==> config.mk <==
export PLATFORM = sky130hd
export DESIGN_NAME = fpalu_divider
export DESIGN_NICKNAME = d
export VERILOG_FILES = /design/src/rtl/fpalu_divider.sv
export SDC_FILE = /design/constraint.sdc
export NUM_CORES = 1
export LEC_CHECK = 0
export BUFFER_PORTS_ARGS = -buffer_cell sky130_fd_sc_hd__buf_2
export CAP_MARGIN = 20
export CORE_MARGIN = 4
export CORE_UTILIZATION = 50
export CTS_CLUSTER_DIAMETER = 60
export DETAILED_ROUTE_END_ITERATION = 12
export GPL_TIMING_DRIVEN = 0
export PLACE_DENSITY_LB_ADDON = 0.08
export SYNTH_ARGS = -nofsm -noshare
export SYNTH_HDL_FRONTEND = slang
export SYNTH_SLANG_ARGS = --single-unit
==> constraint.sdc <==
create_clock -name clock -period 6.65 [get_ports clock]
set_input_delay 0.3325 -clock clock [delete_from_list [all_inputs] [get_ports clock]]
set_output_delay 0.3325 -clock clock [all_outputs]
set_load 0.005 [all_outputs]
==> src/rtl/fpalu_divider.sv <==
// fpalu_divider: iterative IEEE-754 single-precision divider, one restoring quotient bit per clock.
// Build option: define FPALU_DIV_ROUND_NEAREST_EN for round-to-nearest-even (default truncates toward zero).
module fpalu_divider #(
    parameter int QBITS = 26
) (
    input  logic        clock,
    input  logic        reset,
    input  logic        start,
    input  logic [31:0] A,
    input  logic [31:0] B,
    output logic        busy,
    output logic        done,
    output logic [31:0] quotient,
    output logic        overflow,
    output logic        underflow,
    output logic        div_by_zero,
    output logic        invalid
);

`ifdef FPALU_DIV_ROUND_NEAREST_EN
    localparam logic ROUND_NEAREST = 1'b1;
`else
    localparam logic ROUND_NEAREST = 1'b0;
`endif
    localparam int CW = $clog2(QBITS);

    typedef enum logic [2:0] {IDLE, CHECK, DIVIDE, NORM, DONE} state_t;

    state_t              state_reg, state_next;
    logic [31:0]         a_reg, b_reg;
    logic                sign_reg;
    logic                special_reg;
    logic signed [9:0]   exp_reg;
    logic [24:0]         rem_reg;
    logic [23:0]         dvs_reg;
    logic [QBITS-1:0]    q_reg;
    logic [CW-1:0]       count_reg;
    logic [31:0]         quotient_reg;
    logic                overflow_reg, underflow_reg, div_by_zero_reg, invalid_reg;

    // Operand classification; exponent field 0 counts as zero (denormals flushed)
    logic a_zero, b_zero, a_inf, b_inf, a_nan, b_nan, sign;
    assign a_zero = (a_reg[30:23] == 8'd0);
    assign b_zero = (b_reg[30:23] == 8'd0);
    assign a_inf  = (a_reg[30:23] == 8'hFF) && (a_reg[22:0] == 23'd0);
    assign b_inf  = (b_reg[30:23] == 8'hFF) && (b_reg[22:0] == 23'd0);
    assign a_nan  = (a_reg[30:23] == 8'hFF) && (a_reg[22:0] != 23'd0);
    assign b_nan  = (b_reg[30:23] == 8'hFF) && (b_reg[22:0] != 23'd0);
    assign sign   = a_reg[31] ^ b_reg[31];

    logic        spec_hit, spec_inv, spec_dbz;
    logic [31:0] spec_q;

    always_comb begin
        spec_hit = 1'b1;
        spec_q   = 32'h7FC00000;
        spec_inv = 1'b0;
        spec_dbz = 1'b0;
        if (a_nan || b_nan || (a_zero && b_zero) || (a_inf && b_inf)) begin
            spec_inv = 1'b1;
        end else if (a_inf) begin
            spec_q = {sign, 8'hFF, 23'd0};
        end else if (b_zero) begin
            spec_q   = {sign, 8'hFF, 23'd0};
            spec_dbz = 1'b1;
        end else if (b_inf || a_zero) begin
            spec_q = {sign, 31'd0};
        end else begin
            spec_hit = 1'b0;
        end
    end

    // Restoring step: remainder stays below 2*divisor, so bit 24 of the difference is its sign
    logic [24:0] rem_diff;
    logic        rem_ge;
    logic [23:0] rem_kept;
    assign rem_diff = rem_reg - {1'b0, dvs_reg};
    assign rem_ge   = ~rem_diff[24];
    assign rem_kept = rem_ge ? rem_diff[23:0] : rem_reg[23:0];

    logic [23:0]       sig;
    logic              guard, sticky, round_up;
    logic [24:0]       sig_r;
    logic signed [9:0] exp_n, exp_r;
    logic [22:0]       frac;

    always_comb begin
        if (q_reg[QBITS-1]) begin
            sig    = q_reg[QBITS-1:2];
            guard  = q_reg[1];
            sticky = q_reg[0] | (rem_reg != 25'd0);
            exp_n  = exp_reg;
        end else begin
            sig    = q_reg[QBITS-2:1];
            guard  = q_reg[0];
            sticky = (rem_reg != 25'd0);
            exp_n  = exp_reg - 10'sd1;
        end
        round_up = ROUND_NEAREST & guard & (sticky | sig[0]);
        sig_r    = {1'b0, sig} + {24'd0, round_up};
        exp_r    = exp_n + (sig_r[24] ? 10'sd1 : 10'sd0);
        frac     = sig_r[24] ? sig_r[23:1] : sig_r[22:0];
    end

    always_ff @(posedge clock) begin
        if (reset) state_reg <= IDLE;
        else       state_reg <= state_next;
    end

    // Special cases still pass through NORM so their latency is a fixed two cycles
    always_comb begin
        state_next = state_reg;
        case (state_reg)
            IDLE:    if (start) state_next = CHECK;
            CHECK:   state_next = spec_hit ? NORM : DIVIDE;
            DIVIDE:  if (count_reg == CW'(QBITS - 1)) state_next = NORM;
            NORM:    state_next = DONE;
            DONE:    state_next = IDLE;
            default: state_next = IDLE;
        endcase
    end

    always_ff @(posedge clock) begin
        if (reset) begin
            a_reg           <= 32'd0;
            b_reg           <= 32'd0;
            sign_reg        <= 1'b0;
            special_reg     <= 1'b0;
            exp_reg         <= 10'sd0;
            rem_reg         <= 25'd0;
            dvs_reg         <= 24'd0;
            q_reg           <= '0;
            count_reg       <= '0;
            quotient_reg    <= 32'd0;
            overflow_reg    <= 1'b0;
            underflow_reg   <= 1'b0;
            div_by_zero_reg <= 1'b0;
            invalid_reg     <= 1'b0;
        end else begin
            case (state_reg)
                IDLE: if (start) begin
                    a_reg           <= A;
                    b_reg           <= B;
                    overflow_reg    <= 1'b0;
                    underflow_reg   <= 1'b0;
                    div_by_zero_reg <= 1'b0;
                    invalid_reg     <= 1'b0;
                end
                CHECK: begin
                    sign_reg    <= sign;
                    special_reg <= spec_hit;
                    if (spec_hit) begin
                        quotient_reg    <= spec_q;
                        invalid_reg     <= spec_inv;
                        div_by_zero_reg <= spec_dbz;
                    end else begin
                        rem_reg   <= {2'b01, a_reg[22:0]};
                        dvs_reg   <= {1'b1, b_reg[22:0]};
                        exp_reg   <= $signed({2'b00, a_reg[30:23]}) - $signed({2'b00, b_reg[30:23]}) + 10'sd127;
                        q_reg     <= '0;
                        count_reg <= '0;
                    end
                end
                DIVIDE: begin
                    q_reg     <= {q_reg[QBITS-2:0], rem_ge};
                    rem_reg   <= {rem_kept, 1'b0};
                    count_reg <= count_reg + CW'(1);
                end
                NORM: if (!special_reg) begin
                    if (exp_r >= 10'sd255) begin
                        quotient_reg <= {sign_reg, 8'hFF, 23'd0};
                        overflow_reg <= 1'b1;
                    end else if (exp_r <= 10'sd0) begin
                        quotient_reg  <= {sign_reg, 31'd0};
                        underflow_reg <= 1'b1;
                    end else begin
                        quotient_reg <= {sign_reg, exp_r[7:0], frac};
                    end
                end
                default: ;
            endcase
        end
    end

    assign busy        = (state_reg != IDLE);
    assign done        = (state_reg == DONE);
    assign quotient    = quotient_reg;
    assign overflow    = overflow_reg;
    assign underflow   = underflow_reg;
    assign div_by_zero = div_by_zero_reg;
    assign invalid     = invalid_reg;

endmodule

==> results.json <==
{
  "grt_pass1_vias": 8478,
  "slew_headroom_pct": 44.0,
  "critPathCaptureType": "register",
  "cts_setup_buffers": 0,
  "fin_crit_sh_pct": 53.4,
  "yosys.area.top_type": "dfxtp_1",
  "vias": 9364,
  "syn_nets": 1408,
  "place.gp.congestion": 0.873,
  "vias_per_cell": 5.50,
  "clk_pin_slew_ps": 70,
  "cts_sinks": 195,
  "hold_violations": 0,
  "fin_nets": 1530,
  "max_cap_viol_count": 0,
  "dpl_cell_area_mm2": 0.0109,
  "antenna_found_initial": 0,
  "synth_top_cell_area_share_pct": 38.8,
  "final_core_util_pct": 58.3,
  "cts_max_level": 4,
  "p_leak_nw": 4.27,
  "rsz0062_at_grt": "no",
  "drc": 0,
  "stdcell_count": 1702,
  "netlist_area_mm2": 0.0101,
  "core_mm2": 0.0197,
  "arrival_ps": 3850,
  "netlist_top_cells_area": "dfxtp_1, nand2_1, a21oi_1",
  "dp_cells": 1671,
  "p_per_area_mw_per_mm2": 365,
  "preCtsSetupSlack_ps": 3250,
  "globalRoute.totalOverflow": 0,
  "drv_slew": 0,
  "drtIter0Drc": 576,
  "cp-start-kind": "register",
  "wl_mm": 28.6,
  "fmax_ghz": 0.282,
  "clk_latency_ps": 440,
  "track_usage_pct": 25.4,
  "tightest_slew_ps": 840,
  "cts_buffers": 17,
  "fin_area_mm2": 0.0115,
  "firstDrtPassIters": 5,
  "fin_worst_skew_ps": 12.1,
  "hold_class": "in2reg",
  "grt_max_degree": 18,
  "synth_seq_area_share_pct": 38.8,
  "rows": 51,
  "synth-seq-cells": 195,
  "port_buffers": 103,
  "ctsResizeCount": 0,
  "ys.warnings.count": 0,
  "synthDistinctLibCells": 72,
  "cts_tree": "built",
  "area_growth_pct": 13.9,
  "root_buffer": "clkbuf_16",
  "setup_ws_ps": 3100,
  "hpwlAfterDp_mm": 21.6,
  "die_h_um": 150,
  "grt_pass1_wl_mm": 44.9,
  "cts_hold_buffers": 0,
  "power.total_mw": 4.19,
  "ir_drop_v": 0.000244,
  "timing.hold.ws_ps": 122,
  "tns_ps": 0,
  "status": "complete, no violations",
  "fin_crit_ps": 3550,
  "postRouteAntennaNets": 0,
  "drive_gt1_share_pct": 12.0,
  "crit_type": "reg2reg",
  "diodes": 0,
  "synthFlopType": "dfxtp_1",
  "synthArstFlopShare_pct": 0,
  "cts_buffer_depth": 2,
  "required_ps": 6950,
  "path_max_fanout": 10,
  "num_io_pins": 105,
  "dieArea_mm2": 0.0224,
  "start_util_pct": 51.2,
  "wl_per_cell_um": 16.8,
  "die_w_um": 150,
  "syn_inst": 1303,
  "avgSynthCellArea_um2": 7.72,
  "synth_edf_count": 0,
  "setup_viol": 0
}
-- per-layer routing --
| metal | track usage (%) | wire length (um) | vias up |
|---|---|---|---|
| li1 | - | - | 4758 |
| met1 | 34.7 | 13300 | 4318 |
| met2 | 41.4 | 13300 | 252 |
| met3 | 4.06 | 1420 | 36 |
| met4 | 7.46 | 591 | 0 |
| met5 | 0 | 0 | - |
-- logic make-up after synthesis --
family                     Yosys count  synth area share [%]
xor gates and xnor gates            39                  3.55
DFF                                195                  38.8
buffers and inverters              131                  5.41
muxes                               42                  4.18
adders and majority gates           38                  4.88
AOI/OAI and AO/OA                  300                  17.9
and+or+nand+nor                    558                  25.3
-- worst max-delay path: stages, from the launching register on --
cell	delay, ps
dfxtp_1	330
inv_1	60
ha_1	240
fa_1	420
nand2b_1	190
a21oi_1	270
o21ai_1	210
a21oi_1	390
o41ai_4	160
xnor2_2	440
buf_2	380
mux2i_1	240
o31ai_1	90
-- power by group --
part	switching, mW	internal [mW]	total (mW)
Clock	0.475	0.518	0.993
Combinational	1.11	0.710	1.82
Sequential	0.100	1.28	1.38
Total	1.68	2.50	4.19
-- cell usage after synthesis (all sizes together), types with 3 or more instances --
cell type / instances
nand3: 60
nand2: 304
a21o: 8
o311ai: 4
a21boi: 3
nor3b: 3
o211ai: 4
a211oi: 19
nor2b: 4
o31ai: 5
a31oi: 14
and2: 3
o21a: 4
xnor2: 22
buf: 34
or2: 5
a21oi: 188
mux2i: 42
nor2: 73
nor3: 20
clkbuf: 50
o311a: 7
o21ai: 26
o2111ai: 3
or3: 29
dfxtp: 195
nand2b: 8
nor4: 17
ha: 36
nand4: 9
or4: 8
inv: 47
xor2: 17
nand4b: 4
-- worst paths after layout --
kind	startpoint	to	slack, ps	cells past startpoint
hold / removal	A[26]	a_reg[26]	120	3
hold reg to reg	quotient[12]	quotient[12]	450	2
setup / recovery	rem_reg[0]	rem_reg[1]	3100	12
setup reg to reg	rem_reg[0]	rem_reg[1]	3100	12
-- cells in the final DEF (no fill, tap or decap), types with 17 or more instances in the layout --
| cell type | synthesis | final |
|---|---|---|
| a211oi_1 | 19 | 19 |
| nand3_1 | 60 | 60 |
| nand2_1 | 304 | 304 |
| inv_1 | 47 | 47 |
| xnor2_1 | 21 | 21 |
| clkbuf_1 | 50 | 50 |
| mux2i_1 | 42 | 42 |
| dfxtp_1 | 195 | 195 |
| o21ai_0 | 23 | 23 |
| buf_1 | 18 | 18 |
| clkbuf_16 | 0 | 17 |
| a21oi_1 | 188 | 188 |
| nor2_1 | 72 | 72 |
| or3_1 | 29 | 29 |
| buf_2 | 9 | 112 |
| nor3_1 | 19 | 19 |
| ha_1 | 36 | 36 |
-- layout make-up --
| class | instances | area (um2) |
|---|---|---|
| multi-input cells | 977 | 5610 |
| fillers | 1956 | 8200 |
| clock buffers | 17 | 425 |
| inverters | 47 | 176 |
| plain buffers | 84 | 368 |
| well taps | 265 | 332 |
| repair buffers | 103 | 515 |
| flip-flops and latches | 195 | 3900 |
| clock inverters | 14 | 128 |
Power figures use the tool's default switching activity.
